[config.mk]
export PLATFORM = sky130hd
export DESIGN_NAME = hub75_bcm_scanner_flat
export DESIGN_NICKNAME = d
export VERILOG_FILES = /design/src/rtl/hub75_pkg.sv /design/src/rtl/hub75_bcm_scanner_if.sv /design/src/rtl/bcm_timer.sv /design/src/rtl/hub75_bcm_scanner.sv /design/src/flat_wrapper.sv
export SDC_FILE = /design/constraint.sdc
export NUM_CORES = 1
export LEC_CHECK = 0
export BUFFER_PORTS_ARGS = -buffer_cell sky130_fd_sc_hd__buf_4
export CORE_AREA = 2 2 75 70
export DETAILED_ROUTE_END_ITERATION = 16
export DIE_AREA = 0 0 77 72
export PLACE_DENSITY = 0.8
export SETUP_SLACK_MARGIN = 0.5
export SKIP_CTS_REPAIR_TIMING = 1
export SKIP_LAST_GASP = 1
export SLEW_MARGIN = 20
export SYNTH_ARGS = -nofsm -noshare
export SYNTH_HDL_FRONTEND = slang
export SYNTH_SLANG_ARGS = --single-unit
[constraint.sdc]
create_clock -name clk -period 3 [get_ports clk]
set_input_delay 0.15 -clock clk [delete_from_list [all_inputs] [get_ports clk]]
set_output_delay 0.15 -clock clk [all_outputs]
set_load 0.005 [all_outputs]
[src/rtl/hub75_pkg.sv]
// hub75_pkg: shared types and helpers for the HUB75 BCM scanner.
//   scan_state_t   : scan FSM state encoding
//   red/green/blue_idx : bit position of a channel's bit-plane inside a
//                        packed {R,G,B} pixel of bpc bits per channel
//   bcm_on_cycles  : lit time of a bit-plane (binary weighted)
package hub75_pkg;

  typedef logic [2:0] scan_state_t;

  localparam scan_state_t S_IDLE     = 3'd0;
  localparam scan_state_t S_PREFETCH = 3'd1;
  localparam scan_state_t S_SHIFT    = 3'd2;
  localparam scan_state_t S_LATCH    = 3'd3;
  localparam scan_state_t S_UNLATCH  = 3'd4;
  localparam scan_state_t S_DISPLAY  = 3'd5;

  function automatic int red_idx(input int bpc, input int p);
    return 2 * bpc + p;
  endfunction

  function automatic int green_idx(input int bpc, input int p);
    return bpc + p;
  endfunction

  function automatic int blue_idx(input int bpc, input int p);
    return p;
  endfunction

  function automatic int bcm_on_cycles(input int on_base, input int p);
    return on_base << p;
  endfunction

endpackage

[src/rtl/hub75_bcm_scanner_if.sv]
// hub75_bcm_scanner_if: framebuffer read port.
//   rd_en            : read strobe (scanner -> RAM)
//   rd_row / rd_col  : scan-row / column address; bottom bank is row+ROWS/2
//   top_pix/bot_pix  : {R,G,B} pixels, valid the clk after rd_en and held
//                      by the RAM until the next read
// master = scanner, slave = framebuffer.
interface hub75_bcm_scanner_if #(
  parameter int COLS = 32,
  parameter int ROWS = 32,
  parameter int BPC  = 4
);
  localparam int RW = $clog2(ROWS / 2);
  localparam int CW = $clog2(COLS);

  logic              rd_en;
  logic [RW-1:0]     rd_row;
  logic [CW-1:0]     rd_col;
  logic [3*BPC-1:0]  top_pix;
  logic [3*BPC-1:0]  bot_pix;

  modport master (output rd_en, rd_row, rd_col, input top_pix, bot_pix);
  modport slave  (input rd_en, rd_row, rd_col, output top_pix, bot_pix);
endinterface

[src/rtl/bcm_timer.sv]
// bcm_timer: loadable down-counter for the DISPLAY phase.
//   clk, reset (async, active low)
//   load     : load load_val on this clk
//   load_val : value loaded (lit cycles - 1)
//   done     : counter has reached zero
module bcm_timer #(
  parameter int W = 4
) (
  input  logic         clk,
  input  logic         reset,
  input  logic         load,
  input  logic [W-1:0] load_val,
  output logic         done
);
  logic [W-1:0] cnt;

  always_ff @(posedge clk or negedge reset) begin
    if (!reset)          cnt <= '0;
    else if (load)       cnt <= load_val;
    else if (cnt != '0)  cnt <= cnt - 1'b1;
  end

  assign done = (cnt == '0);
endmodule

[src/rtl/hub75_bcm_scanner.sv]
// hub75_bcm_scanner: HUB75 panel scan driver with binary-code modulation.
// Per scan row and bit-plane: prefetch column 0, shift COLS columns (two
// clks each: data/sclk low, then sclk high), latch, unlatch, then light the
// plane for ON_BASE<<plane clks.
//   clk, reset (async, active low), enable (start / keep framing)
//   fb          : framebuffer read port (master side)
//   sclk, R0..B1: panel shift clock and colour data
//   A, lch      : row select, latch
//   blank       : 1 = panel dark
//   frame_done  : one-clk pulse after the last plane of the last row
module hub75_bcm_scanner
  import hub75_pkg::*;
#(
  parameter int COLS    = 32,
  parameter int ROWS    = 32,
  parameter int BPC     = 4,
  parameter int ON_BASE = 8
) (
  input  logic                      clk,
  input  logic                      reset,
  input  logic                      enable,
  hub75_bcm_scanner_if.master       fb,
  output logic                      sclk,
  output logic                      R0,
  output logic                      G0,
  output logic                      B0,
  output logic                      R1,
  output logic                      G1,
  output logic                      B1,
  output logic [$clog2(ROWS/2)-1:0] A,
  output logic                      lch,
  output logic                      blank,
  output logic                      frame_done
);
  localparam int SR  = ROWS / 2;
  localparam int RW  = $clog2(SR);
  localparam int CW  = $clog2(COLS);
  localparam int SW  = CW + 1;
  localparam int PW  = (BPC > 1) ? $clog2(BPC) : 1;
  localparam int TW  = $clog2(ON_BASE << (BPC - 1)) + 1;
  localparam int PXW = 3 * BPC;

  scan_state_t   state;
  logic [RW-1:0] row;
  logic [PW-1:0] plane;
  logic [SW-1:0] sh_cnt;       // {column, phase}
  logic [RW-1:0] last_row;
  logic [CW-1:0] last_col;
  logic [2:0]    hold_top, hold_bot;
  logic [2:0]    top_bits, bot_bits;

  logic [CW-1:0] col, cur_col;
  logic          phase, shift_last, col_last, in_shift, rd_req;
  logic          tmr_load, disp_done;
  logic [TW-1:0] tmr_val;

  assign col        = sh_cnt[SW-1:1];
  assign phase      = sh_cnt[0];
  assign shift_last = (sh_cnt == SW'(2 * COLS - 1));
  assign col_last   = (col == CW'(COLS - 1));
  assign in_shift   = (state == S_SHIFT);

  assign tmr_load = (state == S_UNLATCH);
  assign tmr_val  = TW'(bcm_on_cycles(ON_BASE, int'(plane)) - 1);

  bcm_timer #(.W(TW)) u_timer (
    .clk      (clk),
    .reset    (reset),
    .load     (tmr_load),
    .load_val (tmr_val),
    .done     (disp_done)
  );

  // Read column c+1 during phase 0 of column c; the RAM holds its output
  // through phase 1, so phase 0 of every column sees its own pixel live.
  assign rd_req  = (state == S_PREFETCH) || (in_shift && !phase && !col_last);
  assign cur_col = (state == S_PREFETCH) ? '0 : col + 1'b1;

  assign fb.rd_en  = rd_req;
  assign fb.rd_col = rd_req ? cur_col : last_col;
  assign fb.rd_row = rd_req ? row : last_row;

  always_comb begin
    top_bits[2] = |(fb.top_pix & (PXW'(1) << red_idx(BPC, int'(plane))));
    top_bits[1] = |(fb.top_pix & (PXW'(1) << green_idx(BPC, int'(plane))));
    top_bits[0] = |(fb.top_pix & (PXW'(1) << blue_idx(BPC, int'(plane))));
    bot_bits[2] = |(fb.bot_pix & (PXW'(1) << red_idx(BPC, int'(plane))));
    bot_bits[1] = |(fb.bot_pix & (PXW'(1) << green_idx(BPC, int'(plane))));
    bot_bits[0] = |(fb.bot_pix & (PXW'(1) << blue_idx(BPC, int'(plane))));
  end

  // Phase 1 replays the bits captured in phase 0, since the RAM output has
  // already moved on to the next column.
  always_comb begin
    {R0, G0, B0} = 3'b000;
    {R1, G1, B1} = 3'b000;
    if (in_shift) begin
      {R0, G0, B0} = phase ? hold_top : top_bits;
      {R1, G1, B1} = phase ? hold_bot : bot_bits;
    end
  end

  assign sclk  = in_shift && phase;
  assign lch   = (state == S_LATCH);
  assign blank = (state != S_DISPLAY);

  always_ff @(posedge clk or negedge reset) begin
    if (!reset) begin
      last_row <= '0;
      last_col <= '0;
      hold_top <= '0;
      hold_bot <= '0;
    end else begin
      if (rd_req) begin
        last_row <= row;
        last_col <= cur_col;
      end
      if (in_shift && !phase) begin
        hold_top <= top_bits;
        hold_bot <= bot_bits;
      end
    end
  end

  always_ff @(posedge clk or negedge reset) begin
    if (!reset) begin
      state      <= S_IDLE;
      row        <= '0;
      plane      <= '0;
      sh_cnt     <= '0;
      A          <= '0;
      frame_done <= 1'b0;
    end else begin
      frame_done <= 1'b0;
      case (state)
        S_IDLE: if (enable) begin
          state <= S_PREFETCH;
          row   <= '0;
          plane <= '0;
        end
        S_PREFETCH: begin
          state  <= S_SHIFT;
          sh_cnt <= '0;
        end
        S_SHIFT: begin
          if (shift_last) begin
            state <= S_LATCH;
            A     <= row;        // row select moves with the latch pulse
          end else begin
            sh_cnt <= sh_cnt + 1'b1;
          end
        end
        S_LATCH:   state <= S_UNLATCH;
        S_UNLATCH: state <= S_DISPLAY;
        S_DISPLAY: if (disp_done) begin
          if (plane != PW'(BPC - 1)) begin
            plane <= plane + 1'b1;
            state <= S_PREFETCH;
          end else begin
            plane <= '0;
            if (row != RW'(SR - 1)) begin
              row   <= row + 1'b1;
              state <= S_PREFETCH;
            end else begin
              row        <= '0;
              frame_done <= 1'b1;
              state      <= enable ? S_PREFETCH : S_IDLE;
            end
          end
        end
        default: state <= S_IDLE;
      endcase
    end
  end
endmodule
[src/flat_wrapper.sv]
// flat-port wrapper written by rule: the top's interface ports become plain ports
module hub75_bcm_scanner_flat import hub75_pkg::*;
#(
  parameter int COLS    = 32,
  parameter int ROWS    = 32,
  parameter int BPC     = 4,
  parameter int ON_BASE = 8
)
  (clk, reset, enable, sclk, R0, G0, B0, R1, G1, B1, A, lch, blank, frame_done, fb_rd_en, fb_rd_row, fb_rd_col, fb_top_pix, fb_bot_pix);
  hub75_bcm_scanner_if #(.COLS(COLS), .ROWS(ROWS), .BPC(BPC)) fb_i ();
  input  logic clk;
  input  logic reset;
  input  logic enable;
  output logic sclk;
  output logic R0;
  output logic G0;
  output logic B0;
  output logic R1;
  output logic G1;
  output logic B1;
  output logic [$clog2(ROWS/2)-1:0] A;
  output logic lch;
  output logic blank;
  output logic frame_done;
  output wire logic [$bits(fb_i.rd_en)-1:0] fb_rd_en;
  output wire logic [$bits(fb_i.rd_row)-1:0] fb_rd_row;
  output wire logic [$bits(fb_i.rd_col)-1:0] fb_rd_col;
  input wire logic [$bits(fb_i.top_pix)-1:0] fb_top_pix;
  input wire logic [$bits(fb_i.bot_pix)-1:0] fb_bot_pix;
  assign fb_rd_en = fb_i.rd_en;
  assign fb_rd_row = fb_i.rd_row;
  assign fb_rd_col = fb_i.rd_col;
  assign fb_i.top_pix = fb_top_pix;
  assign fb_i.bot_pix = fb_bot_pix;
  hub75_bcm_scanner #(.COLS(COLS), .ROWS(ROWS), .BPC(BPC), .ON_BASE(ON_BASE)) u_core (.clk(clk), .reset(reset), .enable(enable), .fb(fb_i), .sclk(sclk), .R0(R0), .G0(G0), .B0(B0), .R1(R1), .G1(G1), .B1(B1), .A(A), .lch(lch), .blank(blank), .frame_done(frame_done));
endmodule
==> results.md <==
* Status: finished, final reports clean
* Clock buffer depth at 2
* DP Wirelength at 3760 um
* Largest net degree at the start of global routing at 43
* Register area share after synthesis at 44.5%
* Initial DRC count at 137
* Power Density at 393 nW/um^2
* Tcrit/Tclk final at 79.3%
* Fin crit period at 2.38 ns
* Most common cell after layout, fill and taps aside: buf_4
* Max-slew violation count at 0
* Post-synth EDFFs at 0
* Element type at the critical path end: primary output
* Maximum clock frequency at 421 MHz
* Global-route wire length before repair at 8830 um
* Vias per std cell at 5.69
* Setup crit start kind: flip-flop
* Filler cell count at 414
* Worst hold slack at 0.252 ns
* CTS sink count at 42
* Relative slew slack at 24.7%
* DRT antenna net count at 0
* Reg2Reg Depth at 3
* Die H at 72 um
* Fin nets at 323
* Library cells used by synthesis at 47
* Place WS at 0.736 ns
* Clock buffer count from CTS at 5
* Core ar. at 4740 um^2
* FF+latch count, synth at 42
* Grt ovf at 0
* Root buf cell: clkbuf_8
* Crit path kind: reg -> out
* Die Span X at 77 um
* RSZ-0062 raised after global routing: false
* Peak VDD IR at 384 uV
* # IOs at 51
* Worst hold path depth at 4
* Crit-path max FO at 5
* Most frequent cells in the layout: buf_4 (54), dfrtp_1 (40), a21oi_1 (18)
* Post-synth net total at 275
* Async SR Flop Fraction at 100%
* Netlist Area Pre-Place at 2360 um^2
* Worst Skew at 0.00672 ns
* Port Buffers at 50
* CP required at 2.85 ns
* Leakage power total at 1.43 nW
* Synthesized netlist cell count at 238
* Sum Neg Setup Slack at 0 ns
* Ant diodes at 0
* Clk Latency, worst-skew pair at 0.30 ns
* CP arrival at 2.23 ns
* DRC viols at 0
* Vias in the first global route at 1880
* Type of the worst min-delay path: in -> reg
* Starting Density at 49.8%
* Max-Cap Viols at 0
* Final setup fails at 0
* YS warnings at 0
* H-Tree Depth at 2
* Layout cells sized above 1 at 28.9%
* Area Growth Syn to Fin at 25.6%
* Drt pass-1 iters at 4
* DR WL/cell at 15.5 um
* CTS tree: done
* Slew @ Worst Pin at 1.12 ns
* Routed via count at 2002
* Placer congestion estimate at 0.820
* Detailed Route WL at 5450 um
* Tot Pwr at 1.17 mW
* Total GRT Usage at 19.6%
* Row cnt at 24
* Die area at 5540 um^2
* Post-layout util at 62.5%
* Crit path setup slack, layout at 0.622 ns
* Worst-path clk slew at 0.09 ns
* Syn_area_per_cell at 9.92 um^2
* Hold Fails Final Rpt at 0
* Post-synth top flop: dfrtp_1
* Initial antenna violation count at 0
-- power breakdown --
part | switching, mW | leakage [nW] | total [mW] | internal [mW]
Sequential | 0.00225 | 0.503 | 0.572 | 0.570
Clock | 0.201 | 0.0683 | 0.534 | 0.333
Combinational | 0.0235 | 0.861 | 0.0591 | 0.0356
-- synth_stat cells (2+ instances only) --
library cell  instances  area [um^2]
nor4_1                3         18.8
nor2b_1               2         12.5
xnor2_1               2         17.5
nand2_1              12         45.0
nor3_1                4         20.0
a31oi_1               4         25.0
or4b_2                2         20.0
or3b_1                2         17.5
buf_2                 4         20.0
mux2i_1               6         60.1
or2_2                 2         12.5
dfrtp_1              42         1050
o311ai_0              3         26.3
nand3_1               8         40.0
and3b_1               2         17.5
clkbuf_1             10         37.5
nor2_1                7         26.3
o21ai_0              10         50.1
or3_1                 2         12.5
a21boi_0              2         15.0
ha_1                 10          125
a211oi_1              5         37.5
or4_1                 3         22.5
nor3b_2               2         25.0
a21oi_1              20          100
a22oi_1              13         97.6
mux2_2                8         90.1
inv_1                14         52.6
o31ai_1               2         15.0
a21o_1               12         90.1
nand2b_1              4         25.0
-- worst max-delay path, cell delays in order, from the launching register on --
cell and delay, ns:
dfrtp_2 0.46, ha_4 0.18, and3_1 0.20, ha_1 0.20, or2_4 0.26, or3_1 0.33
a21oi_2 0.17, buf_4 0.13
-- worst paths after layout --
path | start | endpoint | slack [ns]
setup / recovery | u_core.sh_cnt[1]$_DFFE_PN0P_ | fb_rd_col[0] | 0.62
hold / removal | enable | u_core.state[0]$_DFFE_PN0P_ | 0.25
setup reg to reg | u_core.u_timer.cnt[3]$_DFFE_PN0P_ | u_core.row[1]$_DFFE_PN0P_ | 0.98
hold reg to reg | u_core.hold_top[1]$_DFFE_PN0P_ | u_core.hold_top[1]$_DFFE_PN0P_ | 0.48
max in group asynchronous | reset | u_core.sh_cnt[1]$_DFFE_PN0P_ | 2.24
min in group asynchronous | reset | u_core.last_row[3]$_DFF_PN0_ | 0.37
-- kinds of logic (layout without fill, tap and decap cells) --
| group | Yosys count | count (layout) | share of synthesized area (%) |
|---|---|---|---|
| AOI/OAI and AO/OA | 76 | 76 | 21.1 |
| and+or+nand+nor | 65 | 65 | 16.9 |
| xor gates and xnor gates | 3 | 3 | 1.11 |
| adders and majority gates | 10 | 10 | 5.30 |
| buffers and inverters | 28 | 77 | 4.66 |
| DFF | 42 | 42 | 44.5 |
| muxes | 14 | 14 | 6.36 |
-- per-stage QoR --
step | std cells | instance area (um^2)
final | 352 | 2970
after global routing | 352 | 2970
after CTS | 348 | 2910
after detailed placement | 340 | 2770
after global placement | 340 | 2770
after floorplan | 238 | 2360
-- layer usage --
| layer | track usage [%] | up-vias | share of wire (%) |
|---|---|---|---|
| met5 | 0 | - | 0 |
| met4 | 4.56 | 0 | 0.66 |
| met2 | 31.8 | 71 | 48 |
| met1 | 27.3 | 943 | 45 |
| met3 | 4.23 | 4 | 5.8 |
| li1 | - | 984 | - |
-- final cells by class --
class                           count  area (um^2)  share of cell area, %
Multi-Input combinational cell    168         1220                   41.3
Sequential cell                    42         1050                   35.5
Timing Repair Buffer               55          415                   14.0
Tap cell                           65         81.3                   2.74
Clock buffer                        5         68.8                   2.32
Clock inverter                      3         68.8                   2.32
Inverter                           14         52.6                   1.77
-- registers in the layout, summed over array words and instances (netlist names) --
register / count
u_core.A: 4
u_core.frame_done: 1
u_core.hold_bot: 3
u_core.hold_top: 3
u_core.last_col: 5
u_core.last_row: 4
u_core.plane: 2
u_core.row: 4
u_core.sh_cnt: 6
u_core.state: 3
u_core.u_timer.cnt: 7
(Power assumes the default switching activity.)
